## config.mk

```make
export PLATFORM = sky130hd
export DESIGN_NAME = game_message_display
export DESIGN_NICKNAME = d
export VERILOG_FILES = /design/src/rtl/game_message_display.sv
export SDC_FILE = /design/constraint.sdc
export NUM_CORES = 1
export LEC_CHECK = 0
export ABC_AREA = 1
export CAP_MARGIN = 5
export CELL_PAD_IN_SITES_DETAIL_PLACEMENT = 0
export CELL_PAD_IN_SITES_GLOBAL_PLACEMENT = 1
export CORE_MARGIN = 5
export CORE_UTILIZATION = 39
export CTS_BUF_LIST = sky130_fd_sc_hd__clkbuf_16
export DETAILED_ROUTE_END_ITERATION = 6
export PLACE_DENSITY_LB_ADDON = 0.1
export SLEW_MARGIN = 25
export SYNTH_ARGS = -nofsm -noshare
export SYNTH_HDL_FRONTEND = slang
export SYNTH_SLANG_ARGS = --single-unit
```

## constraint.sdc

```tcl
create_clock -name CLOCK_50 -period 2.1 [get_ports CLOCK_50]
set_input_delay 0.42 -clock CLOCK_50 [delete_from_list [all_inputs] [get_ports CLOCK_50]]
set_output_delay 0.42 -clock CLOCK_50 [all_outputs]
set_load 0.005 [all_outputs]
```

## src/rtl/game_message_display.sv

```systemverilog
// Seven-segment message sequencer: "St" when idle, blank in play, delayed blink then hold of "FI"/"HI" after game over.
// Latency: every output is registered and reflects a decision one clock edge after the inputs are sampled.
// Backpressure: none; level inputs are sampled every cycle, and dropping game_over aborts the sequence on the next edge.
module game_message_display #(
  parameter int NUM_DIGITS    = 4,
  parameter int MSG_POS       = 2,
  parameter int CLK_HZ        = 50_000_000,
  parameter int OVER_DELAY_MS = 2000,
  parameter int BLINK_MS      = 250,
  parameter int BLINK_COUNT   = 3
) (
  input  logic                    CLOCK_50,
  input  logic                    reset,
  input  logic                    game_started,
  input  logic                    game_over,
  input  logic                    new_high_score,
  output logic [7*NUM_DIGITS-1:0] hex_out,
  output logic                    msg_done,
  output logic                    done_pulse
);

  localparam int DELAY_CYC = CLK_HZ / 1000 * OVER_DELAY_MS;
  localparam int BLINK_CYC = CLK_HZ / 1000 * BLINK_MS;
  localparam int MAX_CYC   = (DELAY_CYC > BLINK_CYC) ? DELAY_CYC : BLINK_CYC;
  localparam int CW        = $clog2(MAX_CYC) + 1;
  // A zero-blink build still needs a legal one-bit pair counter.
  localparam int PW        = (BLINK_COUNT > 0) ? $clog2(BLINK_COUNT + 1) : 1;
  localparam int HW        = 7 * NUM_DIGITS;

  localparam logic [CW-1:0] DELAY_LAST = CW'(DELAY_CYC - 1);
  localparam logic [CW-1:0] BLINK_LAST = CW'(BLINK_CYC - 1);
  localparam logic [PW-1:0] PAIR_LAST  = PW'((BLINK_COUNT > 0) ? BLINK_COUNT - 1 : 0);

  // Active-low glyphs, segment order {g,f,e,d,c,b,a}.
  localparam logic [6:0] GLYPH_S     = 7'b0010010;
  localparam logic [6:0] GLYPH_T     = 7'b0000111;
  localparam logic [6:0] GLYPH_F     = 7'b0001110;
  localparam logic [6:0] GLYPH_I     = 7'b1111001;
  localparam logic [6:0] GLYPH_H     = 7'b0001001;

  if (NUM_DIGITS < 2) begin : g_bad_digits
    $error("NUM_DIGITS must be at least 2");
  end
  if (MSG_POS < 0 || MSG_POS + 1 >= NUM_DIGITS) begin : g_bad_pos
    $error("MSG_POS+1 must be below NUM_DIGITS");
  end
  if (DELAY_CYC < 1 || BLINK_CYC < 1) begin : g_bad_timing
    $error("delay and blink periods must be at least one cycle");
  end

  typedef enum logic [2:0] {
    S_IDLE,
    S_PLAY,
    S_WAIT,
    S_BLINK,
    S_HOLD
  } state_t;

  state_t        state;
  logic [CW-1:0] cnt;
  logic [PW-1:0] pair;
  logic          phase_on;
  logic          sel_hi;

  // Places a two-character message on the message digits, all others blank.
  function automatic logic [HW-1:0] place(input logic [6:0] left, input logic [6:0] right);
    logic [HW-1:0] v;
    v = '1;
    v[7*MSG_POS +: 7]       = right;
    v[7*(MSG_POS+1) +: 7]   = left;
    return v;
  endfunction

  function automatic logic [HW-1:0] end_msg(input logic hi);
    return place(hi ? GLYPH_H : GLYPH_F, GLYPH_I);
  endfunction

  // Sequencer state, counters and registered display outputs.
  always_ff @(posedge CLOCK_50) begin
    if (reset) begin
      state      <= S_IDLE;
      hex_out    <= place(GLYPH_S, GLYPH_T);
      msg_done   <= 1'b0;
      done_pulse <= 1'b0;
      cnt        <= '0;
      pair       <= '0;
      phase_on   <= 1'b0;
      sel_hi     <= 1'b0;
    end else begin
      done_pulse <= 1'b0;
      if (!game_over && (state == S_WAIT || state == S_BLINK || state == S_HOLD)) begin
        // Game over withdrawn: abandon the end sequence immediately.
        cnt      <= '0;
        pair     <= '0;
        phase_on <= 1'b0;
        if (game_started) begin
          state    <= S_PLAY;
          hex_out  <= '1;
          msg_done <= 1'b0;
        end else begin
          state    <= S_IDLE;
          hex_out  <= place(GLYPH_S, GLYPH_T);
          msg_done <= 1'b1;
        end
      end else if (game_over && (state == S_IDLE || state == S_PLAY)) begin
        // High-score choice is frozen here for the rest of the sequence.
        state    <= S_WAIT;
        cnt      <= '0;
        sel_hi   <= new_high_score;
        hex_out  <= '1;
        msg_done <= 1'b0;
      end else begin
        case (state)
          S_IDLE: begin
            if (game_started) begin
              state    <= S_PLAY;
              hex_out  <= '1;
              msg_done <= 1'b0;
            end else begin
              hex_out  <= place(GLYPH_S, GLYPH_T);
              msg_done <= 1'b1;
            end
          end
          S_PLAY: begin
            if (!game_started) begin
              state    <= S_IDLE;
              hex_out  <= place(GLYPH_S, GLYPH_T);
              msg_done <= 1'b1;
            end else begin
              hex_out  <= '1;
              msg_done <= 1'b0;
            end
          end
          S_WAIT: begin
            if (cnt == DELAY_LAST) begin
              cnt     <= '0;
              hex_out <= end_msg(sel_hi);
              if (BLINK_COUNT == 0) begin
                state      <= S_HOLD;
                msg_done   <= 1'b1;
                done_pulse <= 1'b1;
              end else begin
                state    <= S_BLINK;
                phase_on <= 1'b1;
                pair     <= '0;
              end
            end else begin
              cnt <= cnt + 1'b1;
            end
          end
          S_BLINK: begin
            if (cnt == BLINK_LAST) begin
              cnt <= '0;
              if (phase_on) begin
                phase_on <= 1'b0;
                hex_out  <= '1;
              end else if (pair == PAIR_LAST) begin
                state      <= S_HOLD;
                hex_out    <= end_msg(sel_hi);
                msg_done   <= 1'b1;
                done_pulse <= 1'b1;
              end else begin
                pair     <= pair + 1'b1;
                phase_on <= 1'b1;
                hex_out  <= end_msg(sel_hi);
              end
            end else begin
              cnt <= cnt + 1'b1;
            end
          end
          S_HOLD: begin
            hex_out  <= end_msg(sel_hi);
            msg_done <= 1'b1;
          end
          default: begin
            state    <= S_IDLE;
            cnt      <= '0;
            hex_out  <= place(GLYPH_S, GLYPH_T);
            msg_done <= 1'b1;
          end
        endcase
      end
    end
  end

endmodule
```

==> results of run 1 <==
sequential cells by signal, indices dropped and copies added (netlist names):
register and flops:
sel_hi 1, msg_done 1, hex_out 6, phase_on 1, cnt 28, done_pulse 1, state 3, pair 2
worst min path at each step:
stage	endpoint	depth (start not counted)	startpoint
floorplan	cnt[27]	2	cnt[27]
global placement	msg_done	2	msg_done
detailed placement	msg_done	2	msg_done
CTS	msg_done	2	msg_done
global route	msg_done	2	msg_done
finish	msg_done	2	msg_done
area by class of cell:
cell class	count	area (um^2)
clock buffers	5	125
clock inverters	3	11.3
fillers	776	3980
inverters	59	224
multi-input cells	326	1590
flip-flops and latches	43	861
well taps	99	124
repair buffers	27	263
layer usage:
metal / track usage / vias to the layer above
li1: - / 1398
met1: 0.241 / 1178
met2: 0.255 / 47
met3: 0.0284 / 5
met4: 0.0361 / 0
met5: 0 / -
logic make-up (layout without fill, tap and decap cells):
family | after synthesis | in the layout | synth area share
AND/OR/NAND/NOR | 255 | 255 | 0.412
buffers and inverters | 86 | 94 | 0.151
flip-flops | 43 | 43 | 0.304
AO/OA/AOI/OAI | 39 | 39 | 0.0761
XOR/XNOR | 15 | 15 | 0.0464
adder cells (fa/ha/maj) | 2 | 2 | 0.00884
other | 1 | 15 | 0.00133
power by group:
part           switching (mW)  total [mW]  internal [mW]
clock                   0.316       0.745          0.429
sequential              0.124        1.06          0.935
combinational           0.857        1.45          0.590
total                    1.30        3.25           1.95
metrics by stage:
| step | setup WS (ns) | hold WS (ns) | instances |
|---|---|---|---|
| floorplan | 0.507 | 0.439 | 455 |
| global placement | 0.199 | 0.437 | 554 |
| detailed placement | 0.177 | 0.444 | 554 |
| CTS | 0.306 | 0.452 | 562 |
| global route | 0.0247 | 0.495 | 562 |
| finish | 0.282 | 0.447 | 562 |
worst max-delay path, cell delays in order (launching register included):
cell and delay, ns:
dfxtp_1 0.38, nand3_1 0.18, nor3_1 0.32, nand2_1 0.09, nor3_1 0.35, nand2_1 0.13, o21ai_0 0.17, a21oi_1 0.08
placed cells by master, fill, tap and decap left out, drive strengths merged:
cell type	instances
clkbuf	5
xor2	14
buf	8
nor3	15
nor4	3
conb	15
a21boi	1
clkdlybuf4s50	19
o22ai	1
o21ai	16
inv	60
nor2	77
nand4	15
xnor2	1
nand2	119
o2111ai	1
a31oi	1
clkinv	2
a21oi	16
o21bai	3
ha	2
nand3	26
dfxtp	43
==> results by group, run 1 <==
Outcome
  • Outcome: finished clean

Critical path
  • Crit path max fanout: 4
  • Worst Path Required: 2.27 ns
  • Startpoint Class: flop
  • R2R depth: 7
  • Crit. End Element: flop
  • Reg2reg start: cnt[2]
  • Critical Path Source: cnt[2]
  • FF-to-FF End: cnt[27]
  • Worst EP arrival: 1.99 ns
  • Crit path to: cnt[27]
  • R2R setup slack: 0.28 ns
  • Crit Path Class: flop to flop

Floorplan
  • FP Rows: 31
  • Die Footprint: 9060 um^2
  • Initial Utilization: 0.394
  • Die width: 95.2 um
  • # IOs: 35
  • Placeable Area: 7180 um^2
  • Die height: 95.2 um

Placement
  • IO Port Bufs: 19
  • Gpl congestion: 0.905
  • Post-DP HPWL: 5770 um
  • Placed Area: 3060 um^2

Power
  • Cell Pwr Density: 1020 nW/um^2
  • Lkg Pwr: 1.35 nW
  • Tot Pwr: 3.25 mW
  • Worst vdd ir: 0.575 mV

Drt
  • Top Metal Used: met4
  • Routed wl met3: 334 um
  • Via count: 2628
  • DRC: 0
  • WL met2: 3090 um
  • Met1 WL: 3770 um
  • TritonRoute pass-1 iters: 4
  • Final ANT Viol Nets: 0
  • Vias/cell: 4.68
  • Total Wirelength: 7250 um
  • Drt wl/cell: 12.9 um
  • Initial drt markers: 141

Clock tree
  • H-tree depth: 2
  • Resize count post-CTS: 0
  • CTS clk-pin slew, worst paths: 0.06 ns
  • Clock Tree Buf Depth: 2
  • Post-CTS Hold Fix Bufs: 0
  • Root buf cell: clkbuf_16
  • Clk_lat worst skew: 0.28 ns
  • Post-CTS Setup Bufs: 0
  • CTS tree: done
  • # clock sinks: 43
  • TritonCTS Buffers: 5

Timing
  • Post-Route Skew: 0.00513 ns
  • Final Critical Period: 1.82 ns
  • Final setup viols: 0
  • Max-slew violations: 0
  • Setup TNS: 0 ns
  • Tcrit/Tclk final: 0.866
  • Unrepaired setup endpoints after global routing: false
  • Max Fclk: 550 MHz
  • Final Hold Fails: 0

GRT
  • Largest net degree at the start of global routing: 13
  • Antenna violations before repair: 0
  • First-pass GRT wire length: 11800 um
  • GRT Overall Usage: 0.166
  • GRT overflow: 0
  • Number of global-route vias before repair: 2426

Yosys
  • Cell count after synthesis: 441
  • FFs w/ async S/R, synth: 0
  • Main synth FF type: dfxtp_1
  • Syn Area/Cell: 6.41 um^2
  • Yosys top cell by area: dfxtp_1
  • Synth top cells by count: nand2_1, nor2_1, inv_1
  • Yosys warns: 0
  • Cell with the most instances after synthesis: nand2_1
  • Register bit total from synthesis: 43
  • Area contributors post-synth: dfxtp_1, nand2_1, nor2_1
  • Post-synth top area share: 0.304
  • Number of synthesized flops with an enable pin: 0
  • Mapped Area: 2830 um^2
  • Netlist cell types: 32
  • Register area share after synthesis: 0.304

Cells and area
  • Post-layout util: 0.446
  • Fin area: 3200 um^2
  • Share of layout cells above drive strength 1: 0.0864
  • Antenna Cells: 0
  • Nets@finish: 469
  • Area Overhead vs Synth: 13.1%

Flow run
  • Max cap viols: 0

Worst hold path
  • Hold crit path type: flop to flop
(Power assumes the default switching activity.)
==> run 2: changes to the inputs <==
--- a/config.mk
+++ b/config.mk
@@ -13,6 +13,7 @@
 export CORE_UTILIZATION = 39
 export CTS_BUF_LIST = sky130_fd_sc_hd__clkbuf_16
 export DETAILED_ROUTE_END_ITERATION = 6
+export GPL_ROUTABILITY_DRIVEN = 0
 export PLACE_DENSITY_LB_ADDON = 0.1
 export SLEW_MARGIN = 25
 export SYNTH_ARGS = -nofsm -noshare
==> constraint.sdc (replaced) <==
create_clock -name CLOCK_50 -period 2.1 [get_ports CLOCK_50]
set_input_delay 0.315 -clock CLOCK_50 [delete_from_list [all_inputs] [get_ports CLOCK_50]]
set_output_delay 0.315 -clock CLOCK_50 [all_outputs]
set_load 0.005 [all_outputs]
==> results by group, run 2 (synthesized netlist as in run 1, its figures left out) <==
Outcome
  • Outcome: finished clean

Timing
  • Tcrit/Tclk final: 0.887 (+0.0215)
  • Final worst setup slack: 0.237 ns (-0.0451 ns)
  • Max-slew violations: 0 (unchanged)
  • Final Critical Period: 1.86 ns (+0.0451 ns)
  • Final setup viols: 0 (unchanged)
  • Final Hold Fails: 0 (unchanged)
  • Unrepaired setup endpoints after global routing: false
  • Post-Route Skew: 0.00485 ns (-0.000281 ns)
  • Max Fclk: 537 MHz (-2.4%)
  • Setup TNS: 0 ns (unchanged)

Critical path
  • Instance count on the critical path: 12 (+5)
  • Crit path max fanout: 9 (+5)
  • Worst Path Required: 2.28 ns (about the same)
  • Crit. End Element: flop
  • R2R depth: 12 (+5)
  • Worst path max stage delay: 0.37 ns (about the same)
  • Startpoint Class: flop
  • Crit-path leading delay family: simple AND/OR/NAND/NOR gates
  • Worst EP arrival: 2.04 ns (+0.05 ns)
  • Buffers and inverters on the worst path: 0 (unchanged)
  • Crit-path cells: ha_1 > nand2_2 > nor2_2 > nand2_1 > nor2_1 > nand2_1 > nand2_1 > nand2_2 > nor2_2 > nand3_1 > nand2_1 > nor2_1
  • Most used cell, CP: nand2_1
  • Worst path slowest cell: dfxtp_1
  • Crit Path Class: flop to flop

Clock tree
  • H-tree depth: 2 (unchanged)
  • TritonCTS Buffers: 5 (unchanged)
  • Root buf cell: clkbuf_16
  • CTS tree: done
  • Clk_lat worst skew: 0.28 ns (about the same)
  • Clock Tree Buf Depth: 2 (unchanged)
  • CTS clk-pin slew, worst paths: 0.06 ns (about the same)
  • # clock sinks: 43 (unchanged)
  • Post-CTS Hold Fix Bufs: 0 (unchanged)

Cells and area
  • Share of layout cells above drive strength 1: 0.0968 (+0.0104)
  • Top Registers: cnt x28, hex_out x6, state x3
  • Layout Cells excl Fill: 564 (+0.36%)
  • Largest register by flop count: cnt
  • Antenna Cells: 0 (unchanged)
  • Commonest non-fill, non-tap cells in the layout: nand2_1, nor2_1, inv_1
  • Post-layout util: 0.452 (+0.00628)
  • Area Overhead vs Synth: 14.7%
  • Nets@finish: 471 (+0.43%)
  • Largest register FFs: 28 (unchanged)
  • Commonest non-fill, non-tap cell in the layout: nand2_1

Floorplan
  • Die Footprint: 9060 um^2 (unchanged)
  • # IOs: 35 (unchanged)
  • FP Rows: 31 (unchanged)
  • Die height: 95.2 um (unchanged)
  • Placeable Area: 7180 um^2 (unchanged)
  • Die width: 95.2 um (unchanged)
  • Initial Utilization: 0.394 (unchanged)

Power
  • Worst vdd ir: 0.491 mV (-15%)
  • Cell Pwr Density: 1050 nW/um^2 (+3.0%)
  • Tot Pwr: 3.39 mW (+4.4%)
  • Lkg Pwr: 1.37 nW (+1.6%)

Drt
  • WL met2: 3060 um (-0.94%)
  • TritonRoute pass-1 iters: 4 (unchanged)
  • Initial drt markers: 106 (-25%)
  • Vias/cell: 4.73 (+1.2%)
  • Routed wl met3: 276 um (-17%)
  • Met1 WL: 3780 um (+0.24%)
  • Total Wirelength: 7180 um (-0.97%)
  • Drt wl/cell: 12.7 um (-1.3%)
  • DRC: 0 (unchanged)
  • Via count: 2669 (+1.6%)
  • Final ANT Viol Nets: 0 (unchanged)
  • Top Metal Used: met4

Placement
  • Post-DP HPWL: 5580 um (-3.3%)
  • Placement Setup Slack: 0.116 ns (-0.0612 ns)
  • Inst Count DP: 553 (-0.18%)
  • IO Port Bufs: 19 (unchanged)

GRT
  • First-pass GRT wire length: 11900 um (+1.2%)
  • Largest net degree at the start of global routing: 20 (+7)
  • Antenna violations before repair: 0 (unchanged)
  • GRT overflow: 0 (unchanged)
  • GRT Overall Usage: 0.168 (+0.00239)
  • Number of global-route vias before repair: 2427 (+0.041%)

Flow run
  • Max cap viols: 0 (unchanged)

Worst hold path
  • Hold crit path type: flop to flop
  • Hold path depth: 2 (unchanged)
## run 2: worst paths after layout
check / startpoint / end / slack [ns]
worst max-delay path: cnt[0] / pair[0] / 0.24
worst min-delay path: msg_done / msg_done / 0.45
worst max register to register: cnt[0] / pair[0] / 0.24
worst min register to register: msg_done / msg_done / 0.45
## run 2: tightest hold or removal path, stage by stage, from the launching register on
cell and delay [ns]:
dfxtp_1 0.31, inv_1 0.05, a21oi_1 0.05
## run 2: cell type report
class,count,area (um^2)
inverters,59,224
clock buffers,5,125
well taps,99,124
fillers,772,3930
flip-flops and latches,43,861
repair buffers,29,278
multi-input cells,326,1600
clock inverters,3,38.8
## run 2: power breakdown
part           total (mW)  internal [mW]  switching (mW)  leakage [nW]
registers            1.06          0.935           0.121         0.349
logic                1.47          0.599           0.868         0.937
clock network       0.871          0.555           0.316        0.0812
total                3.39           2.09            1.31          1.37
## run 2: through the flow
step           cell area [um^2]  hold slack (ns)
2_1_floorplan              2880            0.439
3_3_place_gp               3040            0.434
3_5_place_dp               3040            0.445
4_1_cts                    3210            0.454
5_1_grt                    3250            0.489
6_report                   3250            0.452
## run 2: metal layers
metal / track usage / vias to the layer above
met5: 0 / -
met4: 0.0397 / 0
met3: 0.0300 / 5
met2: 0.250 / 46
met1: 0.250 / 1215
li1: - / 1403
## run 2: what timing repair did
action	in CTS	in global routing
setup endpoints to repair	0	7
buffers inserted	0	3
resized for setup	0	1
==> run 3: changes to the inputs <==
--- a/config.mk
+++ b/config.mk
@@ -12,6 +12,8 @@
 export CORE_MARGIN = 5
 export CORE_UTILIZATION = 39
 export CTS_BUF_LIST = sky130_fd_sc_hd__clkbuf_16
+export CTS_CLUSTER_DIAMETER = 50
+export CTS_CLUSTER_SIZE = 10
 export DETAILED_ROUTE_END_ITERATION = 6
 export GPL_ROUTABILITY_DRIVEN = 0
 export PLACE_DENSITY_LB_ADDON = 0.1
==> results of run 3 <==
No change in the layout: final DEF, timing and power equal those of run 2.
